**config.mk**
```make
export PLATFORM = sky130hd
export DESIGN_NAME = serial_addsub_flat
export DESIGN_NICKNAME = d
export VERILOG_FILES = /design/src/rtl/serial_addsub_if.sv /design/src/rtl/serial_addsub.sv /design/src/flat_wrapper.sv
export SDC_FILE = /design/constraint.sdc
export NUM_CORES = 1
export LEC_CHECK = 0
export CAP_MARGIN = 20
export CORE_ASPECT_RATIO = 1.4
export CORE_MARGIN = 1.5
export CORE_UTILIZATION = 51
export DETAILED_ROUTE_END_ITERATION = 8
export PLACE_DENSITY_LB_ADDON = 0.05
export SYNTH_ARGS = -nofsm -noshare
export SYNTH_HDL_FRONTEND = slang
export SYNTH_SLANG_ARGS = --single-unit
```
**constraint.sdc**
```tcl
create_clock -name clk -period 2.4 [get_ports clk]
set_clock_uncertainty 0.1 [all_clocks]
set_input_delay 0.24 -clock clk [delete_from_list [all_inputs] [get_ports clk]]
set_output_delay 0.24 -clock clk [all_outputs]
set_load 0.005 [all_outputs]
```
**src/rtl/serial_addsub_if.sv**
```systemverilog
// Handshake and operand/result bundle for serial_addsub.
// master drives the request side, slave is the arithmetic core.
interface serial_addsub_if #(
    parameter int unsigned WIDTH = 8
);
    logic             start;
    logic             mode;
    logic [WIDTH-1:0] a;
    logic [WIDTH-1:0] b;
    logic             cin;
    logic             busy;
    logic             done;
    logic [WIDTH-1:0] sum;
    logic             cout;
    logic             ovf;

    modport master (
        output start, mode, a, b, cin,
        input  busy, done, sum, cout, ovf
    );

    modport slave (
        input  start, mode, a, b, cin,
        output busy, done, sum, cout, ovf
    );
endinterface

```
**src/rtl/serial_addsub.sv**
```systemverilog
// Digit-serial adder/subtractor: LSB-first, DIGIT bits per clock, registered carry.
// Optional macro SERIAL_ADDSUB_SAT_EN clamps sum on signed overflow.
module serial_addsub #(
    parameter int unsigned WIDTH = 8,
    parameter int unsigned DIGIT = 1
) (
    input  logic           clk,
    input  logic           rst,
    serial_addsub_if.slave bus_if
);

    localparam int unsigned N  = WIDTH / DIGIT;
    localparam int unsigned CW = (N > 1) ? $clog2(N) : 1;

    typedef enum logic [1:0] {
        S_IDLE,
        S_RUN,
        S_DONE
    } state_e;

    state_e           state_q;
    logic [CW-1:0]    cnt_q;
    logic             carry_q;
    logic [WIDTH-1:0] a_q;
    logic [WIDTH-1:0] b_q;
    logic [WIDTH-1:0] shadow_q;
    logic [WIDTH-1:0] sum_q;
    logic             busy_q;
    logic             done_q;
    logic             cout_q;
    logic             ovf_q;
`ifdef SERIAL_ADDSUB_SAT_EN
    logic             a_sign_q;
`endif

    logic [DIGIT-1:0] dig_sum_d;
    logic             dig_cout_d;
    logic             dig_cmsb_d;
    logic [WIDTH-1:0] shadow_d;
    logic [WIDTH-1:0] result_d;
    logic             ovf_d;
    logic             last_digit;

    // One DIGIT-bit ripple slice on the low digit of the shifting operands
    always_comb begin
        logic c;
        c          = carry_q;
        dig_sum_d  = '0;
        dig_cmsb_d = carry_q;
        for (int i = 0; i < int'(DIGIT); i++) begin
            dig_cmsb_d   = c;
            dig_sum_d[i] = a_q[i] ^ b_q[i] ^ c;
            c            = (a_q[i] & b_q[i]) | (c & (a_q[i] ^ b_q[i]));
        end
        dig_cout_d = c;
    end

    // New digit enters at the top so the shadow ends LSB-aligned after N steps
    assign shadow_d   = (shadow_q >> DIGIT) | (WIDTH'(dig_sum_d) << (WIDTH - DIGIT));
    assign ovf_d      = dig_cmsb_d ^ dig_cout_d;
    assign last_digit = (cnt_q == CW'(N - 1));

    always_comb begin
        result_d = shadow_d;
`ifdef SERIAL_ADDSUB_SAT_EN
        if (ovf_d) begin
            result_d = {a_sign_q, {(WIDTH - 1){~a_sign_q}}};
        end
`endif
    end

    always_ff @(posedge clk or posedge rst) begin
        if (rst) begin
            state_q  <= S_IDLE;
            cnt_q    <= '0;
            carry_q  <= 1'b0;
            a_q      <= '0;
            b_q      <= '0;
            shadow_q <= '0;
            sum_q    <= '0;
            busy_q   <= 1'b0;
            done_q   <= 1'b0;
            cout_q   <= 1'b0;
            ovf_q    <= 1'b0;
`ifdef SERIAL_ADDSUB_SAT_EN
            a_sign_q <= 1'b0;
`endif
        end else begin
            done_q <= 1'b0;
            case (state_q)
                S_IDLE, S_DONE: begin
                    if (bus_if.start) begin
                        state_q <= S_RUN;
                        busy_q  <= 1'b1;
                        cnt_q   <= '0;
                        a_q     <= bus_if.a;
                        b_q     <= bus_if.b ^ {WIDTH{bus_if.mode}};
                        carry_q <= bus_if.cin ^ bus_if.mode;
`ifdef SERIAL_ADDSUB_SAT_EN
                        a_sign_q <= bus_if.a[WIDTH-1];
`endif
                    end else begin
                        state_q <= S_IDLE;
                    end
                end
                S_RUN: begin
                    a_q      <= a_q >> DIGIT;
                    b_q      <= b_q >> DIGIT;
                    shadow_q <= shadow_d;
                    carry_q  <= dig_cout_d;
                    cnt_q    <= cnt_q + CW'(1);
                    if (last_digit) begin
                        state_q <= S_DONE;
                        busy_q  <= 1'b0;
                        done_q  <= 1'b1;
                        sum_q   <= result_d;
                        cout_q  <= dig_cout_d;
                        ovf_q   <= ovf_d;
                    end
                end
                default: begin
                    state_q <= S_IDLE;
                    busy_q  <= 1'b0;
                end
            endcase
        end
    end

    assign bus_if.busy = busy_q;
    assign bus_if.done = done_q;
    assign bus_if.sum  = sum_q;
    assign bus_if.cout = cout_q;
    assign bus_if.ovf  = ovf_q;

endmodule

```
**src/flat_wrapper.sv**
```systemverilog
// flat-port wrapper written by rule: the top's interface ports become plain ports
module serial_addsub_flat 
#(
    parameter int unsigned WIDTH = 8,
    parameter int unsigned DIGIT = 1
)
  (clk, rst, bus_if_start, bus_if_mode, bus_if_a, bus_if_b, bus_if_cin, bus_if_busy, bus_if_done, bus_if_sum, bus_if_cout, bus_if_ovf);
  serial_addsub_if #(.WIDTH(WIDTH)) bus_if_i ();
  input  logic clk;
  input  logic rst;
  input wire logic [$bits(bus_if_i.start)-1:0] bus_if_start;
  input wire logic [$bits(bus_if_i.mode)-1:0] bus_if_mode;
  input wire logic [$bits(bus_if_i.a)-1:0] bus_if_a;
  input wire logic [$bits(bus_if_i.b)-1:0] bus_if_b;
  input wire logic [$bits(bus_if_i.cin)-1:0] bus_if_cin;
  output wire logic [$bits(bus_if_i.busy)-1:0] bus_if_busy;
  output wire logic [$bits(bus_if_i.done)-1:0] bus_if_done;
  output wire logic [$bits(bus_if_i.sum)-1:0] bus_if_sum;
  output wire logic [$bits(bus_if_i.cout)-1:0] bus_if_cout;
  output wire logic [$bits(bus_if_i.ovf)-1:0] bus_if_ovf;
  assign bus_if_i.start = bus_if_start;
  assign bus_if_i.mode = bus_if_mode;
  assign bus_if_i.a = bus_if_a;
  assign bus_if_i.b = bus_if_b;
  assign bus_if_i.cin = bus_if_cin;
  assign bus_if_busy = bus_if_i.busy;
  assign bus_if_done = bus_if_i.done;
  assign bus_if_sum = bus_if_i.sum;
  assign bus_if_cout = bus_if_i.cout;
  assign bus_if_ovf = bus_if_i.ovf;
  serial_addsub #(.WIDTH(WIDTH), .DIGIT(DIGIT)) u_core (.clk(clk), .rst(rst), .bus_if(bus_if_i));
endmodule
```
# Yosys cells after proc, flatten, opt, wreduce, memory -nomap -nowiden
# Cells that the tools add are included.
# totals
reg_bits	42
inputBits	21
output_inout_bits	12
# op_classes
addsub	1
n_eq_ne	5
n_mux	16
n_bitwise	9
reduce_logical	6
# op_table
cell	count
8-bit case mux with 2 select lines	2
8-bit 2-to-1 mux	2
7-bit by 8-bit bitwise OR with 8-bit output	1
8-bit XOR	1
1-bit 2-to-1 mux	6
3-bit case mux with 2 select lines	1
2-bit AND reduction	3
1-bit case mux with 2 select lines	2
2-bit case mux with 2 select lines	1
1-bit XOR	4
3-bit by 1-bit adder with 3-bit output (second input constant)	1
3-bit equality test (second input constant)	1
3-bit 2-to-1 mux	1
1-bit bitwise AND	2
2-bit by 1-bit equality test with 1-bit output (second input constant)	1
2-bit equality test (second input constant)	1
2-bit zero test	1
2-bit 2-to-1 mux	1
2-bit by 1-bit != test with 1-bit output (second input constant)	1
2-bit != test (second input constant)	1
2-bit nonzero test	1
2-bit OR reduction	1
1-bit bitwise OR	1

# Depth between registers and ports, before layout
# Gate-level depths: netlist of run 1.
# depth
depth_word	4
depth_mapped	6

# Worst setup path after synthesis of run 1
# No wires, ideal clock.
# synth_path
path_kind	register to register
from	register u_core.cnt_q[0]
to	register u_core.sum_q[0], in the netlist u_core.bus_if.sum[0]
setup_time_ns	0.125
arrival_ns	1.443
t_required_ns	2.175
path_slack_ns	0.733
stages_incl_launch_ff	6
n_path_buf	1
period_less_slack_ns	1.667
cell_sequence	dfrtp_1 > ha_1 > ha_1 > nand3b_1 > buf_2 > mux2_2
# synth_between
elab_chain_cells	2
# synth_rtl
item	line	text
start, declared	serial_addsub.sv:22	logic [CW-1:0] cnt_q;
start signal, assigned	serial_addsub.sv:111	cnt_q <= cnt_q + CW'(1);
3-bit equality test	serial_addsub.sv:61	assign last_digit = (cnt_q == CW'(N - 1));
2-bit AND reduction (no line)	n/a	
end signal, assigned	serial_addsub.sv:116	sum_q <= result_d;
end, declared	serial_addsub.sv:27	logic [WIDTH-1:0] sum_q;
# No other way between the ends.
# A chain may end at the register's enable or synchronous reset.

# Final worst setup path of run 1
# Same ends and word-level chain as after synthesis.

==> results.md, run 1 <==
- Worst r2r path cells: 4
- Critical Path Fanout Max: 13
- Register area share after synthesis: 0.586
- Hold Vio Cnt, Final: 0
- Worst skew pair latency: 0.29 ns
- Post-synth EDFFs: 0
- Initial antenna violation count: 0
- Vias/cell: 5.54
- Share of the synthesized area in the top cell type: 0.586
- Main synth FF type: dfrtp_1
- Slew headroom: 0.600
- First-pass DRT Iterations: 4
- Total I/O pin count: 33
- Worst-margin pin slew: 0.598 ns
- Post-CTS sizing: 0
- Max Fclk: 537 MHz
- Die area: 3800 sq um
- Final Max Tran Viols: 0
- Mapped Avg Cell Area: 13.5 sq um
- Dpl ws: 0.545 ns
- Final setup fails: 0
- First-pass GRT wire length: 4.94 mm
- Crit path kind: reg -> reg
- Status: completed
- Tcrit/Tclk final: 0.776
- Clock Tree Buf Depth: 2
- Vias in the first global route: 1160
- CTS Hold Bufs: 0
- Cell Rows: 25
- CTS Sinks: 41
- Lkg Pwr: 1.03 nW
- DR vias: 1142
- Final worst slack: 0.537 ns
- ANT cells: 0
- RD Place Congestion: 0.682
- Crit path required time: 2.47 ns
- CP endpoint kind: flop
- Net Count, Synth: 154
- Clk slew on worst S/H paths: 0.07 ns
- Asr flop ratio synth: 1.00
- Tmin final: 1.86 ns
- Layout cell share with drive strength beyond 1: 0.193
- Core area: 3320 sq um
- Power Dens Cells: 1260 nW/um^2
- Critical Path Start: u_core.cnt_q[0]
- DRC Markers: 0
- Crit path DAT: 1.94 ns
- Die X: 52.5 um
- R2r endpoint: u_core.bus_if.sum[0]
- RSZ-0062 raised after global routing: false
- Startpoint types: flop
- Die Height: 72.3 um
- Post-Syn Area: 1750 sq um
- Nets: 189
- Post-Synthesis Cells: 130
- Syn-to-layout area delta: 25.5%
- Max Cap Viol: 0
- Netlist cell types: 21
- Min-Delay Path Class: in -> async
- Synth top area cells: dfrtp_1 (59%), mux2_2 (11%), a22o_1 (5.5%)
- Number of setup buffers added after CTS: 0
- Clock Root Buffer: clkbuf_8
- Post-synthesis sequential element count: 41
- CTS Buf Count: 5
- HPWL after detailed placement: 2.07 mm
- Warnings from Yosys: 0
- Routed Antenna Nets: 0
- FILL cells: 273
- GRT overflow: 0
- Area leader, netlist: dfrtp_1
- Largest net degree at the start of global routing: 42
- Worst R2R Start: u_core.cnt_q[0]
- Most instantiated cells after synthesis: dfrtp_1 (41), mux2_2 (17), a22o_1 (11), nor2_1 (10), xnor2_1 (9)
- IO Port Bufs: 32
- Initial Util: 0.528
- Total Power: 0.00278 W
- Wirelength per Cell: 14.2 um
- GRT Total Usage: 0.185
- Final setup TNS: 0 ns
- DRT Wirelength: 2.93 mm
- Setup crit end: u_core.bus_if.sum[0]
- DRT iter0 DRCs: 30
- Maximum VDD drop: 0.806 mV
- CTS tree: yes
- Reg2reg setup slack: 0.54 ns
- H-Tree Depth: 2
- Count leader, synth: dfrtp_1
worst max-delay path, cell delays in order, from the launching register on:
cell and delay (ns):
dfrtp_1 0.39, ha_1 0.20, ha_1 0.20, nand3b_1 0.44, mux2_2 0.41
layout make-up:
cell class | instances | area [sq um] | share of cell area
clock inverters | 1 | 5.00 | 0.00228
repair buffers | 37 | 358 | 0.163
multi-input cells | 76 | 648 | 0.295
flip-flops and latches | 41 | 1030 | 0.467
clock buffers | 7 | 96.3 | 0.0438
well taps | 40 | 50.0 | 0.0228
inverters | 4 | 15.0 | 0.00683
layer usage:
layer | global-route usage | vias to the layer above | routed length (um)
met2 | 0.313 | 24 | 1600
met3 | 0.0556 | 6 | 113
met1 | 0.201 | 583 | 1140
met4 | 0.103 | 0 | 71
met5 | 0 | - | 0
li1 | - | 529 | -
worst min path at each step:
stage	depth (start not counted)	to	startpoint
after global routing	3	u_core.shadow_q[4]	rst
final	3	u_core.state_q[0]	rst
after CTS	3	u_core.a_q[0]	rst
after global placement	1	u_core.a_q[5]	u_core.a_q[5]
after detailed placement	1	u_core.a_q[2]	u_core.a_q[2]
after floorplan	1	u_core.a_q[7]	bus_if_a[7]
cells in the final DEF, fill, tap and decap left out:
cell	Yosys	layout
a21o_1	7	7
a221o_1	8	8
a22o_1	11	11
buf_4	0	5
clkbuf_8	0	7
clkdlybuf4s50_1	0	32
clkinv_2	0	1
dfrtp_1	41	41
fa_1	1	1
ha_1	2	2
inv_1	4	4
mux2_2	17	17
nand2_1	2	2
nand2b_1	1	1
nand3b_1	1	1
nor2_1	10	10
nor2_2	1	1
nor2b_1	1	1
nor2b_2	1	1
o21ai_0	3	3
xnor2_1	9	9
xor2_1	1	1
flip-flops by register name (all words and copies together), names as in the netlist, 2 cells and up:
name,cells
u_core.bus_if.sum,8
u_core.shadow_q,7
u_core.state_q,2
u_core.b_q,8
u_core.a_q,8
u_core.cnt_q,3
cell families after synthesis:
kind of cell,after synthesis,share of synthesized area
and+or+nand+nor,17,0.0457
DFF,41,0.586
adders and majority gates,3,0.0257
xor gates and xnor gates,10,0.0500
buffers and inverters,13,0.0443
AOI/OAI and AO/OA,29,0.139
muxes,17,0.109
report_power, final:
part / internal, W / switching, W / leakage (nW)
Combinational: 0.000678 / 0.000422 / 0.467
Sequential: 0.00102 / 0.000186 / 0.505
Clock: 0.000259 / 0.000217 / 0.0542
Total: 0.00195 / 0.000826 / 1.03
per-stage QoR:
stage | std cells | cell area [sq um] | util | hold slack [ns]
5_1_grt | 206 | 2200 | 0.663 | 0.345
4_1_cts | 206 | 2200 | 0.663 | 0.305
3_5_place_dp | 198 | 2100 | 0.632 | 0.365
3_3_place_gp | 198 | 2100 | 0.632 | 0.360
6_report | 206 | 2200 | 0.663 | 0.289
2_1_floorplan | 130 | 1750 | - | 0.280
(Power assumes the default switching activity.)
==> run 2: changes to the inputs <==
- clock period: 2.4 -> 1.89 ns (I/O delays scaled with it)
==> run 2 against run 1 <==
Against the previous run:
- combinational power up 26%
- power up 25%
- design area up 0.23%
- global-route usage down 1.8 points
- sequential share of layout area down 0.11 points
- largest power group unchanged
- highest routed layer unchanged
==> results.md, run 2 (same netlist as run 1, synthesis figures left out) <==
- Hold Vio Cnt, Final: 0 (unchanged)
- Total Power: 0.00347 W (was 0.00278 W)
- First-pass GRT wire length: 4.69 mm (was 4.94 mm)
- Final Max Tran Viols: 0 (unchanged)
- Clock Root Buffer: clkbuf_8 (unchanged)
- Max Fclk: 609 MHz (was 537 MHz)
- GRT overflow: 0 (unchanged)
- Nets: 190 (was 189)
- Cell Rows: 25 (unchanged)
- Leading cell type in the layout, fill and taps excluded: dfrtp_1 (unchanged)
- DP Cell Count: 199 (was 198)
- Die X: 52.5 um (unchanged)
- RSZ-0062 raised after global routing: false (unchanged)
- Layout cell share with drive strength beyond 1: 0.187 (was 0.193)
- Die Height: 72.3 um (unchanged)
- Power Dens Cells: 1580 nW/um^2 (was 1260 nW/um^2)
- Vias/cell: 5.42 (was 5.54)
- Crit path DAT: 1.71 ns (was 1.94 ns)
- Number of setup buffers added after CTS: 0 (unchanged)
- Final setup fails: 0 (unchanged)
- Vias in the first global route: 1106 (was 1160)
- Startpoint types: flop (unchanged)
- DRT Wirelength: 2.81 mm (was 2.93 mm)
- RD Place Congestion: 0.731 (was 0.682)
- Commonest non-fill, non-tap cells in the layout: dfrtp_1 (41), clkdlybuf4s50_1 (32), mux2_2 (17) (unchanged)
- Routed Antenna Nets: 0 (unchanged)
- Final Instance Count excl. Fillers: 206 (unchanged)
- CTS Buf Count: 5 (unchanged)
- Initial antenna violation count: 0 (unchanged)
- Initial Util: 0.528 (unchanged)
- Post-CTS sizing: 0 (unchanged)
- ANT cells: 0 (unchanged)
- Clk slew on worst S/H paths: 0.07 ns (about the same)
- DR vias: 1117 (was 1142)
- Worst skew pair latency: 0.28 ns (was 0.29 ns)
- CP endpoint kind: flop (unchanged)
- First-pass DRT Iterations: 4 (unchanged)
- Min-Delay Path Class: in -> async (unchanged)
- Largest net degree at the start of global routing: 42 (unchanged)
- Lkg Pwr: 1.03 nW (about the same)
- IO Port Bufs: 32 (unchanged)
- Maximum VDD drop: 1.01 mV (was 0.806 mV)
- Total I/O pin count: 33 (unchanged)
- CTS Hold Bufs: 0 (unchanged)
- H-Tree Depth: 2 (unchanged)
- Status: completed (unchanged)
- Worst-margin pin slew: 0.741 ns (was 0.598 ns)
- Final Cell Area: 2200 sq um (about the same)
- GRT Total Usage: 0.166 (was 0.185)
- DP Area: 2120 sq um (was 2100 sq um)
- CTS tree: yes (unchanged)
- Critical Path Fanout Max: 9 (was 13)
- Clock Tree Buf Depth: 2 (unchanged)
- Slew headroom: 0.506 (was 0.600)
- Post-layout util: 0.665 (was 0.663)
- Wirelength per Cell: 13.6 um (was 14.2 um)
- Crit path required time: 1.96 ns (was 2.47 ns)
- DRT iter0 DRCs: 22 (was 30)
- HPWL after detailed placement: 2.01 mm (was 2.07 mm)
- Crit path kind: reg -> reg (unchanged)
- DRC Markers: 0 (unchanged)
- CTS Sinks: 41 (unchanged)
- Core area: 3320 sq um (unchanged)
- Tmin final: 1.64 ns (was 1.86 ns)
- Max Cap Viol: 0 (unchanged)
- Syn-to-layout area delta: 25.8% (was 25.5%)
- Final setup TNS: 0 ns (unchanged)
- Tcrit/Tclk final: 0.869 (was 0.776)
- Die area: 3800 sq um (unchanged)
==> run 2: cell types whose count changed in the layout (fill, tap and decap cells not counted), sizes merged <==
cell | before | now
clkinv | 1 | 0
buf | 5 | 6
==> run 2: worst max-delay path: stages (launching register included) <==
cell      delay, ns
dfrtp_1        0.39
ha_1           0.20
ha_1           0.21
nand3b_1       0.16
buf_12         0.15
mux2_2         0.33
==> run 2: layer usage <==
metal	share of wire	up-vias	routed length [um]	track usage
met5	0	-	0	0
met1	0.42	560	1170	0.184
li1	-	531	-	-
met4	0.0046	0	13	0.0427
met2	0.53	24	1500	0.301
met3	0.043	2	122	0.0514
==> run 2: final timing paths <==
check / startpoint / end / slack, ns / depth (start not counted)
worst min register to register: u_core.bus_if.ovf / u_core.bus_if.ovf / 0.38 / 2
min in group clk: u_core.bus_if.ovf / u_core.bus_if.ovf / 0.38 / 2
worst max-delay path: u_core.cnt_q[0] / u_core.bus_if.sum[6] / 0.25 / 5
max in group asynchronous: rst / u_core.b_q[3] / 1.11 / 3
worst max register to register: u_core.cnt_q[0] / u_core.bus_if.sum[6] / 0.25 / 5
worst min-delay path: rst / u_core.shadow_q[3] / 0.24 / 3
==> run 2: cell type report <==
| cell class | instances | area, sq um |
|---|---|---|
| Timing Repair Buffer | 38 | 378 |
| Multi-Input combinational cell | 76 | 648 |
| Sequential cell | 41 | 1030 |
| Clock buffer | 7 | 86.3 |
| Tap cell | 40 | 50.0 |
| Inverter | 4 | 15.0 |
| Fill cell | 264 | 1110 |
==> run 2: power breakdown <==
part | leakage, nW | switching [W] | internal [W]
clock network | 0.0443 | 0.000266 | 0.000289
logic | 0.477 | 0.000527 | 0.000866
registers | 0.505 | 0.000233 | 0.00129
total | 1.03 | 0.00103 | 0.00245
==> run 2: through the flow <==
| step | hold WS [ns] | setup WS [ns] |
|---|---|---|
| floorplan | 0.229 | 0.223 |
| global placement | 0.360 | 0.0565 |
| detailed placement | 0.365 | 0.0574 |
| CTS | 0.263 | 0.230 |
| global route | 0.290 | 0.156 |
| finish | 0.242 | 0.249 |
